File: src/rtl/ram_arb_pkg.sv
// Shared FSM type and default sizing for the RAM port arbiter.
// The writer always sits at the index just past the last reader.
package ram_arb_pkg;

   localparam int NUM_RD  = 3;
   localparam int N_REQ   = NUM_RD + 1;
   localparam int WR_IDX  = NUM_RD;
   localparam int OWNER_W = $clog2(N_REQ);

   typedef logic [OWNER_W-1:0] owner_t;

   typedef enum logic [0:0] {
      IDLE  = 1'b0,
      OWNED = 1'b1
   } state_e;

endpackage

File: src/rtl/rr_arbiter.sv
// Combinational round-robin search: grants the first requester found
// starting at index ptr and wrapping around.
module rr_arbiter #(
   parameter  int N  = 4,
   localparam int IW = (N > 1) ? $clog2(N) : 1
) (
   input  logic [N-1:0]  req,
   input  logic [IW-1:0] ptr,
   output logic [N-1:0]  gnt,
   output logic [IW-1:0] idx
);

   logic          found;
   logic [IW-1:0] cand;

   always_comb begin
      // NOTE: every variable gets a default first, so no path can infer a latch.
      gnt   = '0;
      idx   = '0;
      found = 1'b0;
      cand  = '0;
      for (int i = 0; i < N; i++) begin
         cand = IW'((int'(ptr) + i) % N);
         if (!found && req[cand]) begin
            gnt[cand] = 1'b1;
            idx       = cand;
            found     = 1'b1;
         end
      end
   end

endmodule

File: src/rtl/ram_port_arbiter.sv
// Arbitrates N_RD readers and one writer onto a single-port RAM with
// same-cycle grants, bounded bursts and round-robin hand-over.
module ram_port_arbiter
   import ram_arb_pkg::*;
#(
   parameter  int N_RD           = NUM_RD,
   parameter  int AXI_WIDTH      = 128,
   parameter  int AXI_ADDR_WIDTH = 32,
   parameter  int MAX_BURST      = 16,
   localparam int LSB            = $clog2(AXI_WIDTH) - 3,
   localparam int AW             = AXI_ADDR_WIDTH - LSB,
   localparam int SW             = AXI_WIDTH / 8
) (
   input  logic                      clk,
   input  logic                      rstn,
   input  logic [N_RD-1:0]           rd_req,
   input  logic [N_RD-1:0][AW-1:0]   rd_addr,
   output logic [N_RD-1:0]           rd_gnt,
   output logic [N_RD-1:0]           rd_vld,
   output logic [AXI_WIDTH-1:0]      rd_data,
   input  logic                      wr_req,
   input  logic [AW-1:0]             wr_addr,
   input  logic [AXI_WIDTH-1:0]      wr_data,
   input  logic [SW-1:0]             wr_strb,
   output logic                      wr_gnt,
   output logic                      mem_ren,
   output logic                      mem_wen,
   output logic [AW-1:0]             mem_addr,
   output logic [AXI_WIDTH-1:0]      mem_wdata,
   output logic [SW-1:0]             mem_strb,
   input  logic [AXI_WIDTH-1:0]      mem_rdata
);

   localparam int            NQ      = N_RD + 1;
   localparam int            OW      = $clog2(NQ);
   localparam int            CW      = $clog2(MAX_BURST + 1);
   localparam logic [OW-1:0] WR_I    = OW'(N_RD);
   localparam logic [CW-1:0] CNT_MAX = CW'(MAX_BURST);
   localparam logic [CW-1:0] CNT_ONE = CW'(1);

   state_e        state_q, state_d;
   logic [OW-1:0] owner_q, owner_d;
   logic [OW-1:0] rr_ptr_q, rr_ptr_d;
   logic [CW-1:0] burst_q, burst_d;
   logic [N_RD-1:0] rd_vld_q;

   logic [NQ-1:0] req_vec;
   logic [NQ-1:0] owner_oh;
   logic [NQ-1:0] win_gnt;
   logic [NQ-1:0] fsm_gnt;
   logic [NQ-1:0] gnt;
   logic [OW-1:0] win_idx;
   logic [OW-1:0] owner_nxt;
   logic [OW-1:0] search_ptr;
   logic          any_req;
   logic          owner_req;
   logic          others_req;

   assign req_vec    = {wr_req, rd_req};
   assign any_req    = |req_vec;
   assign owner_oh   = NQ'(1) << owner_q;
   assign owner_req  = |(req_vec & owner_oh);
   assign others_req = |(req_vec & ~owner_oh);
   assign owner_nxt  = (owner_q == WR_I) ? '0 : owner_q + 1'b1;

   // A releasing owner hands over starting just past itself in the same cycle.
   assign search_ptr = (state_q == OWNED) ? owner_nxt : rr_ptr_q;

   rr_arbiter #(.N(NQ)) u_rr (
      .req (req_vec),
      .ptr (search_ptr),
      .gnt (win_gnt),
      .idx (win_idx)
   );

   always_comb begin
      state_d  = state_q;
      owner_d  = owner_q;
      rr_ptr_d = rr_ptr_q;
      burst_d  = burst_q;
      fsm_gnt  = '0;
      case (state_q)
         IDLE: begin
            if (any_req) begin
               fsm_gnt = win_gnt;
               owner_d = win_idx;
               burst_d = CNT_ONE;
               state_d = OWNED;
            end
         end
         OWNED: begin
            if (owner_req && (burst_q < CNT_MAX)) begin
               fsm_gnt = owner_oh;
               burst_d = burst_q + 1'b1;
            end else if (owner_req && !others_req) begin
               fsm_gnt = owner_oh;
               burst_d = CNT_ONE;
            end else begin
               rr_ptr_d = owner_nxt;
               if (any_req) begin
                  fsm_gnt = win_gnt;
                  owner_d = win_idx;
                  burst_d = CNT_ONE;
               end else begin
                  state_d = IDLE;
               end
            end
         end
         default: state_d = IDLE;
      endcase
   end

   // Grants are forced low for the whole time reset is held, not just at the edge.
   assign gnt    = rstn ? fsm_gnt : '0;
   assign rd_gnt = gnt[N_RD-1:0];
   assign wr_gnt = gnt[N_RD];

   assign mem_ren   = |rd_gnt;
   assign mem_wen   = wr_gnt;
   assign mem_wdata = wr_gnt ? wr_data : '0;
   assign mem_strb  = wr_gnt ? wr_strb : '0;

   always_comb begin
      mem_addr = wr_gnt ? wr_addr : '0;
      for (int i = 0; i < N_RD; i++) begin
         if (rd_gnt[i]) mem_addr = rd_addr[i];
      end
   end

   assign rd_vld  = rd_vld_q;
   assign rd_data = mem_rdata;

   always_ff @(posedge clk or negedge rstn) begin
      if (!rstn) begin
         state_q  <= IDLE;
         owner_q  <= '0;
         rr_ptr_q <= '0;
         burst_q  <= '0;
         rd_vld_q <= '0;
      end else begin
         // NOTE: non-blocking updates so every flop samples pre-edge values.
         state_q  <= state_d;
         owner_q  <= owner_d;
         rr_ptr_q <= rr_ptr_d;
         burst_q  <= burst_d;
         rd_vld_q <= rd_gnt;
      end
   end

endmodule

File: config.mk
export PLATFORM = sky130hd
export DESIGN_NAME = ram_port_arbiter
export DESIGN_NICKNAME = d
export VERILOG_FILES = /design/src/rtl/ram_arb_pkg.sv /design/src/rtl/rr_arbiter.sv /design/src/rtl/ram_port_arbiter.sv
export SDC_FILE = /design/constraint.sdc
export NUM_CORES = 1
export LEC_CHECK = 0
export BUFFER_PORTS_ARGS = -buffer_cell sky130_fd_sc_hd__buf_2
export CORE_AREA = 2 2 272 274
export DETAILED_ROUTE_END_ITERATION = 10
export DIE_AREA = 0 0 274 276
export PLACE_DENSITY_LB_ADDON = 0.12
export SLEW_MARGIN = 20
export SYNTH_ARGS = -nofsm -noshare
export SYNTH_HDL_FRONTEND = slang
export SYNTH_HIERARCHICAL = 1
export SYNTH_SLANG_ARGS = --single-unit
File: constraint.sdc
create_clock -name clk -period 4.53 [get_ports clk]
set_clock_uncertainty 0.2 [all_clocks]
set_input_delay 0.2265 -clock clk [delete_from_list [all_inputs] [get_ports clk]]
set_output_delay 0.2265 -clock clk [all_outputs]
set_load 0.01 [all_outputs]
# Word-level counts from Yosys, hierarchy flattened
# Cells that the tools add are included.
dict set report classes {
  n_bitwise 9
  muxes 52
  addsub 5
  shifts 1
  order_cmp 9
  n_reduce_logical 19
  n_eq_ne 3
}
# op n
set op_table {}
lappend op_table {{128-bit 2-to-1 mux} 1}
lappend op_table {{28-bit 2-to-1 mux} 4}
lappend op_table {{4-bit 2-to-1 mux} 8}
lappend op_table {{2-bit 2-to-1 mux} 9}
lappend op_table {{16-bit 2-to-1 mux} 1}
lappend op_table {{5-bit 2-to-1 mux} 3}
lappend op_table {{1-bit 2-to-1 mux} 14}
lappend op_table {{2-bit by 3-bit less-than comparator with 1-bit output, second input constant} 4}
lappend op_table {{4-bit bitwise OR} 3}
lappend op_table {{4-bit OR reduction} 3}
lappend op_table {{5-bit case mux with 2 select lines} 1}
lappend op_table {{1-bit logical AND} 9}
lappend op_table {{4-bit AND} 2}
lappend op_table {{1-bit binary-select mux with 2-bit select} 4}
lappend op_table {{1-bit demux with 2-bit select} 4}
lappend op_table {{2-bit by 1-bit >= comparator with 1-bit output, second input constant} 4}
lappend op_table {{4-bit case mux with 2 select lines} 1}
lappend op_table {{5-bit by 1-bit adder with 5-bit output, second input constant} 1}
lappend op_table {{5-bit less-than comparator, second input constant} 1}
lappend op_table {{2-bit by 1-bit adder with 2-bit output, second input constant} 2}
lappend op_table {{2-bit adder, second input constant} 2}
lappend op_table {{1-bit zero test} 4}
lappend op_table {{2-bit inequality test, second input constant} 2}
lappend op_table {{4-bit inverter} 1}
lappend op_table {{other kinds (8)} 10}
dict set report totals {
  in_bits 390
  reg_bits 13
  elab_cells 103
  out_inout_bits 309
}

# Depth between registers and ports, before layout
# Gate-level depths: netlist of run 1.
dict set report logic_depth {
  ltp_word 24
  mapped_depth 17
  ltp_nobuf 14
}

# Modules after synthesis
# Netlist of run 1, hierarchy kept.
# mod area_each_um2 instances cells_each seq_area_each_um2
set by_module_without_submodules {}
lappend by_module_without_submodules {ram_port_arbiter 3684.8 1 500 325.3}
lappend by_module_without_submodules {rr_arbiter 404.1 1 48 0.0}

# Worst setup path after synthesis of run 1
# OpenSTA, ideal clock, no wires.
dict set report synth_timing {
  kind {reg-to-output}
  from {register owner_q[0]}
  to {output mem_addr[19]}
  t_required_ps 4103
  path_slack_ps 482
  arrival_time_ps 3622
  stages_incl_launch_ff 16
  n_path_buf 2
  path_cell_list {dfrtp_1 inv_1 ha_1 mux2_2 buf_2 inv_1 ha_1 mux4_2 nor4b_4 a22oi_1 o21ai_0 nand4b_1 mux2i_4 buf_2 a22oi_1 a211oi_1}
}
dict set report synth_between {
  elab_chain_len 24
  elab_cells_between_ends 69
  classes_between {add/sub: 4; order compare: 8; eq/ne: 1; shift: 1; mux: 34; bitwise: 6; reduce/logical: 15}
}
# item line
set synth_rtl {}
lappend synth_rtl {{from (decl)} ram_port_arbiter.sv:42} ;# logic [OW-1:0] owner_q, owner_d;
lappend synth_rtl {{from (signal assigned)} ram_port_arbiter.sv:143} ;# owner_q <= owner_d;
lappend synth_rtl {{2-bit by 1-bit adder with 2-bit output or 2-bit equality test (tied branches)} ram_port_arbiter.sv:64} ;# assign owner_nxt = (owner_q == WR_I) ? '0 : owner_q + 1'b1;
lappend synth_rtl {{2-bit 2-to-1 mux (*)} ram_port_arbiter.sv:64}
lappend synth_rtl {{via owner_nxt[1]} ram_port_arbiter.sv:53} ;# logic [OW-1:0] owner_nxt;
lappend synth_rtl {{2-bit 2-to-1 mux (*)} ram_port_arbiter.sv:67} ;# assign search_ptr = (state_q == OWNED) ? owner_nxt : rr_ptr_q;
lappend synth_rtl {{via search_ptr[1]} ram_port_arbiter.sv:54} ;# logic [OW-1:0] search_ptr;
lappend synth_rtl {{parallel branches: the longest is 11 deep, another holds 2-bit by 3-bit less-than comparator with 1-bit output} n/a}
lappend synth_rtl {{4-bit 2-to-1 mux (*)} rr_arbiter.sv:24} ;# if (!found && req[cand]) begin
lappend synth_rtl {{via win_gnt[3]} ram_port_arbiter.sv:49} ;# logic [NQ-1:0] win_gnt;
lappend synth_rtl {{4-bit 2-to-1 mux (*)} {ram_port_arbiter.sv:84, ram_port_arbiter.sv:100}}
lappend synth_rtl {{4-bit 2-to-1 mux} ram_port_arbiter.sv:95} ;# end else if (owner_req && !others_req) begin
lappend synth_rtl {{4-bit 2-to-1 mux} ram_port_arbiter.sv:92} ;# if (owner_req && (burst_q < CNT_MAX)) begin
lappend synth_rtl {{4-bit case mux with 2 select lines (*)} ram_port_arbiter.sv:82} ;# case (state_q)
lappend synth_rtl {{4-bit 2-to-1 mux (*)} ram_port_arbiter.sv:114} ;# assign gnt = rstn ? fsm_gnt : '0;
lappend synth_rtl {{28-bit 2-to-1 mux (*)} ram_port_arbiter.sv:124} ;# mem_addr = wr_gnt ? wr_addr : '0;
lappend synth_rtl {{28-bit 2-to-1 mux (*) (3 in series)} ram_port_arbiter.sv:126} ;# if (rd_gnt[i]) mem_addr = rd_addr[i];
lappend synth_rtl {{to (decl)} ram_port_arbiter.sv:28} ;# output logic [AW-1:0] mem_addr,
# Mark *: on every way through the listed nets, which the timed path passes. The select of a mux whose other input is x is not followed.

# Worst setup path after layout of run 1
dict set report layout_timing {
  from {register owner_q[0]}
  to {output mem_addr[9]}
}
dict set report layout_between {
  elab_cells_between_ends 69
  classes_between {add/sub: 4; order compare: 8; eq/ne: 1; shift: 1; mux: 34; bitwise: 6; reduce/logical: 15}
}
# item line
set layout_rtl {}
lappend layout_rtl {{2-bit by 1-bit adder with 2-bit output or 2-bit equality test (tied branches)} ram_port_arbiter.sv:64}
lappend layout_rtl {{2-bit 2-to-1 mux (*)} ram_port_arbiter.sv:64}
lappend layout_rtl {{via owner_nxt[1]} ram_port_arbiter.sv:53}
lappend layout_rtl {{2-bit 2-to-1 mux (*)} ram_port_arbiter.sv:67}
lappend layout_rtl {{via search_ptr[1]} ram_port_arbiter.sv:54}
lappend layout_rtl {{parallel branches: the longest is 11 deep, another holds 2-bit by 3-bit less-than comparator with 1-bit output} n/a}
lappend layout_rtl {{4-bit 2-to-1 mux (*)} rr_arbiter.sv:24}
lappend layout_rtl {{via win_gnt[2]} ram_port_arbiter.sv:49}
lappend layout_rtl {{4-bit 2-to-1 mux (*)} {ram_port_arbiter.sv:84, ram_port_arbiter.sv:100}}
lappend layout_rtl {{4-bit 2-to-1 mux} ram_port_arbiter.sv:95}
lappend layout_rtl {{4-bit 2-to-1 mux} ram_port_arbiter.sv:92}
lappend layout_rtl {{4-bit case mux with 2 select lines (*)} ram_port_arbiter.sv:82}
lappend layout_rtl {{4-bit 2-to-1 mux (*)} ram_port_arbiter.sv:114}
lappend layout_rtl {{28-bit 2-to-1 mux (*)} ram_port_arbiter.sv:126}
# Marked as above.

==> results.py, run 1 <==
metrics = {
    "yosys": {
        "synthArstFlopShare": 1.00,
        "ys_warn_count": 6,
        "synth_top_area_share": 0.242,
        "avgSynthCellArea_um2": 7.46,
        "synth_edf_count": 0,
        "synth_largest_area_cell": "buf_4",
        "netlist_area_um2": 4090,
        "synthTopCellsByArea": "buf_4 24%, and2_1 22%, dfrtp_1 8.0%",
        "syn-num-nets": 949,
        "yosysSeqAreaShare": 0.0796,
        "ys.flop_type": "dfrtp_1",
        "synthCells": 548,
        "yosys-top-cells-count": "145 x and2_1, 132 x buf_4, 36 x a22oi_1, 35 x nor2_1, 28 x nor3b_1",
        "yosysUniqueCellTypes": 48,
        "ys_seq_elements": 13,
        "yosysMostFrequentCell": "and2_1",
    },
    "grt": {
        "overflow": 0,
        "grt_pass1_wl_um": 42000,
        "grt_pass1_vias": 5424,
        "antenna_found_initial": 27,
        "grt_max_degree": 58,
        "track_usage": 0.0782,
    },
    "place": {
        "pre_cts_slack_ns": 0.198,
        "place_area_um2": 6680,
        "dpl.hpwl_um": 28700,
        "io_buffers": 442,
        "gp_congestion": 0.741,
    },
    "routing": {
        "wl_per_cell_um": 17.9,
        "firstDrtPassIters": 4,
        "finalWirelength_um": 33000,
        "drt_iter0_drc": 122,
        "drc": 0,
        "via_count": 5231,
        "drtAntennaViolNets": 0,
        "viasPerCell": 2.84,
    },
    "status": {
        "status": "completed",
    },
    "sta": {
        "finalSetupViolations": 0,
        "setup_tns_ns": 0,
        "max_slew_margin": 0.505,
        "fin_crit_ns": 4.30,
        "slew_viol_final": 0,
        "fin_ws_ns": 0.227,
        "fmax_mhz": 232,
        "worstMarginPinSlew_ns": 0.742,
        "finalHoldViolCount": 0,
        "period_share": 0.950,
    },
    "critical_path": {
        "r2r_start": "owner_q[0]$_DFFE_PN0P_",
        "rr_endpoint": "rd_vld[2]$_DFF_PN0_",
        "critPathTopFamily": "buffers and inverters",
        "end_kind": "primary output",
        "rrSetupSlack_ns": 1.06,
        "cp-start-kind": "flip-flop",
        "cp_common_cell": "buf_4",
        "worstSetupPathType": "reg -> out",
        "crit_fanout": 10,
        "worstRegToRegCells": 16,
        "crit_chain": "inv_2 > ha_4 > mux2_4 > buf_4 > mux4_2 > nor2b_2 > a22oi_1 > o21ai_1 > nand3_1 > a21oi_4 > buf_4 > a41oi_4 > buf_6 > buf_4 > nor2_1 > a211oi_1 > buf_2",
        "arrival_ns": 3.88,
        "cp.required_ns": 4.10,
        "critPathMaxStageDelay_ns": 0.49,
        "worst-path-buf-inv": 6,
        "slowest_stage": "mux4_2",
    },
    "worst_hold_path": {
        "hp-start": "mem_rdata[120]",
        "whs_path_depth": 0,
        "holdPathEnd": "rd_data[120]",
        "hold_path.class": "in -> out",
    },
    "clock_network": {
        "clkSlewWorstSetupHoldPaths_ns": 0.05,
        "numCtsBuffers": 3,
        "clockBufferDepth": 2,
        "clock_latency_ns": 0.24,
        "clockRootBuffer": "clkbuf_16",
        "cts_tree": "done",
        "htreeDepth": 1,
        "clkSinkCount": 13,
    },
    "finish": {
        "fillerInstances": 8615,
        "synthToLayoutAreaGrowth_pct": 72.8,
        "stdcell_area_um2": 7070,
        "finalNetCount": 1278,
        "drive_gt1_frac": 0.603,
    },
    "floorplanning": {
        "die_y_um": 276,
        "start_util": 0.0563,
        "die_w_um": 274,
        "coreArea_um2": 72600,
        "pin_count": 699,
        "dieArea_um2": 75600,
        "rows": 99,
    },
    "power": {
        "combPwrFrac": 0.918,
        "p_leak_nw": 3.48,
        "p_sw_mw": 2.24,
        "power_density_nw_per_um2": 605,
        "p_seq_frac": 0.042,
        "internal_power_mw": 2.03,
        "p_total_mw": 4.27,
        "p_sw_frac": 0.524,
        "peakVddDrop_v": 0.000203,
        "power_frac_clock": 0.040,
    },
    "run": {
        "maxCapViolations": 0,
    },
}
[logic make-up after synthesis]
family	share of synthesized area
compound gates	0.179
flops	0.0796
simple gates	0.353
buf+inv	0.307
xor+xnor	0.00428
mux	0.0435
fa+ha+maj	0.0337
[power groups by stage]
| stage | combinational (mW) | clock [mW] | sequential (mW) |
|---|---|---|---|
| 6_report | 3.93 | 0.169 | 0.180 |
| 5_1_grt | 4.33 | 0.185 | 0.185 |
| 4_1_cts | 3.76 | 0.177 | 0.181 |
| 3_5_place_dp | 3.73 | 0 | 0.182 |
| 3_3_place_gp | 3.80 | 0 | 0.185 |
| 2_1_floorplan | 2.20 | 0 | 0.183 |
[worst max path at each step]
stage	start	end	slack, ns	depth (start not counted)
floorplan	owner_q[0]$_DFFE_PN0P_	mem_addr[19]	0.48	15
global placement	owner_q[1]$_DFFE_PN0P_	mem_addr[3]	0.19	16
detailed placement	owner_q[1]$_DFFE_PN0P_	mem_addr[3]	0.20	16
CTS	owner_q[1]$_DFFE_PN0P_	mem_addr[25]	0.02	18
global route	owner_q[0]$_DFFE_PN0P_	mem_addr[19]	-0.02	17
finish	owner_q[0]$_DFFE_PN0P_	mem_addr[9]	0.23	17
[stage by stage]
step	std cells	hold WS, ns	utilization
2_1_floorplan	548	-0.269	-
3_3_place_gp	1812	0.0789	0.0920
3_5_place_dp	1812	0.0668	0.0920
4_1_cts	1817	0.253	0.0934
5_1_grt	1835	0.253	0.0972
6_report	1839	0.253	0.0973
[routing by layer]
layer,wire [um],vias to the layer above,track usage
met5,0,-,0
met4,834,0,0.0157
met3,3390,66,0.0278
met2,17400,452,0.152
met1,11300,2321,0.0785
li1,-,2392,-
[repair_timing]
action / 4_1_cts / 5_1_grt
endpoints found under the hold margin: 13 / 0
gates cloned: 0 / 6
hold buffers: 1 / 0
buffers inserted: 0 / 12
pin swaps: 0 / 5
endpoints found under the setup margin: 1 / 76
gates resized for setup: 3 / 24
[cell usage in the layout, fill, tap and decap left out, types with 2 or more instances in the layout]
cell	synthesis	layout
mux2i_4	1	2
o21ai_1	1	2
inv_2	1	3
mux4_2	4	4
and2_1	145	145
mux2_4	0	2
mux2_2	4	2
inv_1	11	8
o21ai_0	10	9
nand2_1	5	5
nor2b_1	4	3
a41oi_4	0	3
a211oi_1	25	21
buf_12	0	8
nor3b_1	28	28
a22oi_1	36	36
ha_4	0	2
buf_4	132	28
buf_6	10	7
nor2_1	35	35
clkbuf_16	0	4
o22ai_1	2	2
ha_1	11	9
a22o_1	5	5
diode_2	0	4
a21oi_1	4	2
nand3_1	5	5
buf_2	11	444
a211oi_2	3	7
dfrtp_1	13	13
and3_1	2	2
nand2b_1	3	3
[final cells by class]
cell class,instances,area (um2),area share
antenna,4,10.0,0.00142
multi-input combinational,358,2700,0.382
clock inverter,1,5.00,0.000708
clock buffer,3,75.1,0.0106
timing repair buffer,489,2710,0.383
tap,959,1200,0.170
sequential,13,325,0.0460
inverter,12,47.5,0.00673
[flip-flops by register name, summed over array words and instances, names as in the netlist]
signal    count
state_q       1
owner_q       2
rd_vld        3
burst_q       5
rr_ptr_q      2
[worst reg2reg max path: cells and delay by family, from the launching register on]
family                     cells  cell delay, ns
AOI/OAI and AO/OA              4            0.50
adders and majority gates      2            0.41
buffers and inverters          6            0.72
DFF                            1            0.38
muxes                          2            0.63
and+or+nand+nor                2            0.58
Note: power is estimated with default switching activity, not from simulation.
==> run 2, diff against run 1 <==
--- a/config.mk
+++ b/config.mk
@@ -9,7 +9,7 @@
 export CORE_AREA = 2 2 272 274
 export DETAILED_ROUTE_END_ITERATION = 10
 export DIE_AREA = 0 0 274 276
-export PLACE_DENSITY_LB_ADDON = 0.12
+export PLACE_DENSITY = 0.3
 export SLEW_MARGIN = 20
 export SYNTH_ARGS = -nofsm -noshare
 export SYNTH_HDL_FRONTEND = slang
==> results.py, run 2 (synthesized netlist as in run 1, its figures left out) <==
metrics = {
    "status": {
        "status": "completed",
    },
    "routing": {
        "finalWirelength_um": 35600,
        "highest_layer": "met5",
        "drtAntennaViolNets": 0,
        "drc": 0,
        "via_count": 5417,
        "wl_met3_um": 6940,
        "drt-met1-wl_um": 10900,
        "firstDrtPassIters": 4,
        "wl_per_cell_um": 19.3,
        "route.met2.wl_um": 16200,
        "viasPerCell": 2.94,
        "drt_iter0_drc": 222,
    },
    "critical_path": {
        "rrSetupSlack_ns": 1.12,
        "cp.required_ns": 4.10,
        "arrival_ns": 3.91,
        "worstSetupPathType": "reg -> out",
        "critPathMaxStageDelay_ns": 0.41,
        "slowest_stage": "dfrtp_1",
        "end_kind": "primary output",
        "cp-start-kind": "flip-flop",
        "crit_chain": "inv_2 > ha_4 > mux2_4 > inv_4 > ha_4 > mux4_2 > nor4b_4 > buf_4 > a22oi_1 > o21ai_0 > nand3_1 > mux2i_4 > buf_12 > buf_4 > a22oi_1 > a211oi_1 > buf_2",
        "crit_fanout": 27,
    },
    "sta": {
        "max_slew_margin": 0.614,
        "slew_viol_final": 0,
        "finalSetupViolations": 0,
        "worstMarginPinSlew_ns": 0.578,
        "finalHoldViolCount": 0,
        "fmax_mhz": 231,
        "fin_crit_ns": 4.34,
        "period_share": 0.957,
        "fin_ws_ns": 0.195,
    },
    "finish": {
        "largest_register_ff_count": 5,
        "regMostFlops": "burst_q",
        "postLayoutCoreUtil": 0.0971,
        "finalNetCount": 1275,
        "synthToLayoutAreaGrowth_pct": 72.4,
        "layout_commonest_cell": "buf_2",
        "fillerInstances": 8554,
        "drive_gt1_frac": 0.603,
        "final_cell_mix": "442 x buf_2, 145 x and2_1, 36 x a22oi_1",
    },
    "grt": {
        "grt_pass1_wl_um": 44200,
        "overflow": 0,
        "antenna_found_initial": 42,
        "track_usage": 0.0855,
        "grt_max_degree": 73,
        "grt_pass1_vias": 5446,
    },
    "clock_network": {
        "cts_tree": "done",
        "clkSlewWorstSetupHoldPaths_ns": 0.04,
        "clkSinkCount": 13,
        "clockRootBuffer": "clkbuf_16",
        "clockBufferDepth": 2,
        "clock_latency_ns": 0.24,
        "numCtsBuffers": 3,
        "htreeDepth": 1,
    },
    "power": {
        "p_leak_nw": 3.48,
        "p_seq_frac": 0.043,
        "power_density_nw_per_um2": 619,
        "p_sw_frac": 0.518,
        "power_frac_clock": 0.038,
        "combPwrFrac": 0.919,
        "peakVddDrop_v": 0.000308,
        "internal_power_mw": 2.10,
        "p_sw_mw": 2.26,
    },
    "run": {
        "maxCapViolations": 0,
    },
    "floorplanning": {
        "start_util": 0.0563,
        "coreArea_um2": 72600,
        "die_w_um": 274,
        "pin_count": 699,
        "rows": 99,
        "dieArea_um2": 75600,
        "die_y_um": 276,
    },
    "place": {
        "io_buffers": 442,
        "dpl.hpwl_um": 31200,
        "pre_cts_slack_ns": -0.127,
        "gp_congestion": 0.890,
    },
    "worst_hold_path": {
        "hold_path.class": "in -> out",
    },
}
run 2: layer usage:
layer,vias to the layer above,global-route usage
met2,503,0.145
met4,22,0.0233
li1,2385,-
met5,-,0.00770
met3,99,0.0721
met1,2408,0.0756
run 2: timing repair:
item | CTS | global route
buffers inserted | 4 | 19
resized for setup | 4 | 18
hold buffers | 1 | 0
setup endpoints to repair | 26 | 106
pin swaps | 1 | 9
gates cloned | 1 | 5
hold endpoints to repair | 13 | 0
run 2: worst paths after layout:
path,start,to,cells past startpoint
setup / recovery,owner_q[1]$_DFFE_PN0P_,mem_addr[26],17
hold / removal,mem_rdata[23],rd_data[23],0
setup reg to reg,owner_q[1]$_DFFE_PN0P_,rd_vld[1]$_DFF_PN0_,15
hold reg to reg,rr_ptr_q[0]$_DFFE_PN0P_,rr_ptr_q[0]$_DFFE_PN0P_,1
max in group asynchronous,rstn,owner_q[0]$_DFFE_PN0P_,2
min in group asynchronous,rstn,rr_ptr_q[1]$_DFFE_PN0P_,2
run 2: cell type report:
type | instances | area (um2) | area share
Multi-Input combinational cell | 356 | 2650 | 0.376
Timing Repair Buffer | 488 | 2720 | 0.386
Inverter | 12 | 50.0 | 0.00710
Antenna cell | 10 | 25.0 | 0.00355
Tap cell | 959 | 1200 | 0.170
Clock buffer | 4 | 78.8 | 0.0112
Sequential cell | 13 | 327 | 0.0463
run 2: worst max-delay path, delay by kind of cell (launching register included):
kind | cells | cell delay (ns)
buf+inv | 6 | 0.88
flops | 1 | 0.41
compound gates | 4 | 0.54
fa+ha+maj | 2 | 0.40
simple gates | 2 | 0.56
mux | 3 | 0.85
run 2: power groups by stage:
stage | clock (mW) | sequential, mW | combinational (mW)
global route | 0.178 | 0.194 | 4.38
global placement | 0 | 0.186 | 3.61
finish | 0.167 | 0.188 | 4.01
CTS | 0.173 | 0.185 | 3.70
floorplan | 0 | 0.183 | 2.20
detailed placement | 0 | 0.186 | 3.58
run 2: through the flow:
step	TNS, ns	cells	cell area, um2	total power [mW]	hold WS (ns)
floorplan	0	548	4090	2.38	-0.269
global placement	-0.114	1798	6560	3.79	0.0540
detailed placement	-0.127	1798	6560	3.76	0.0566
CTS	0	1808	6730	4.05	0.253
global route	-0.0185	1832	7030	4.75	0.253
finish	0	1842	7050	4.36	0.253
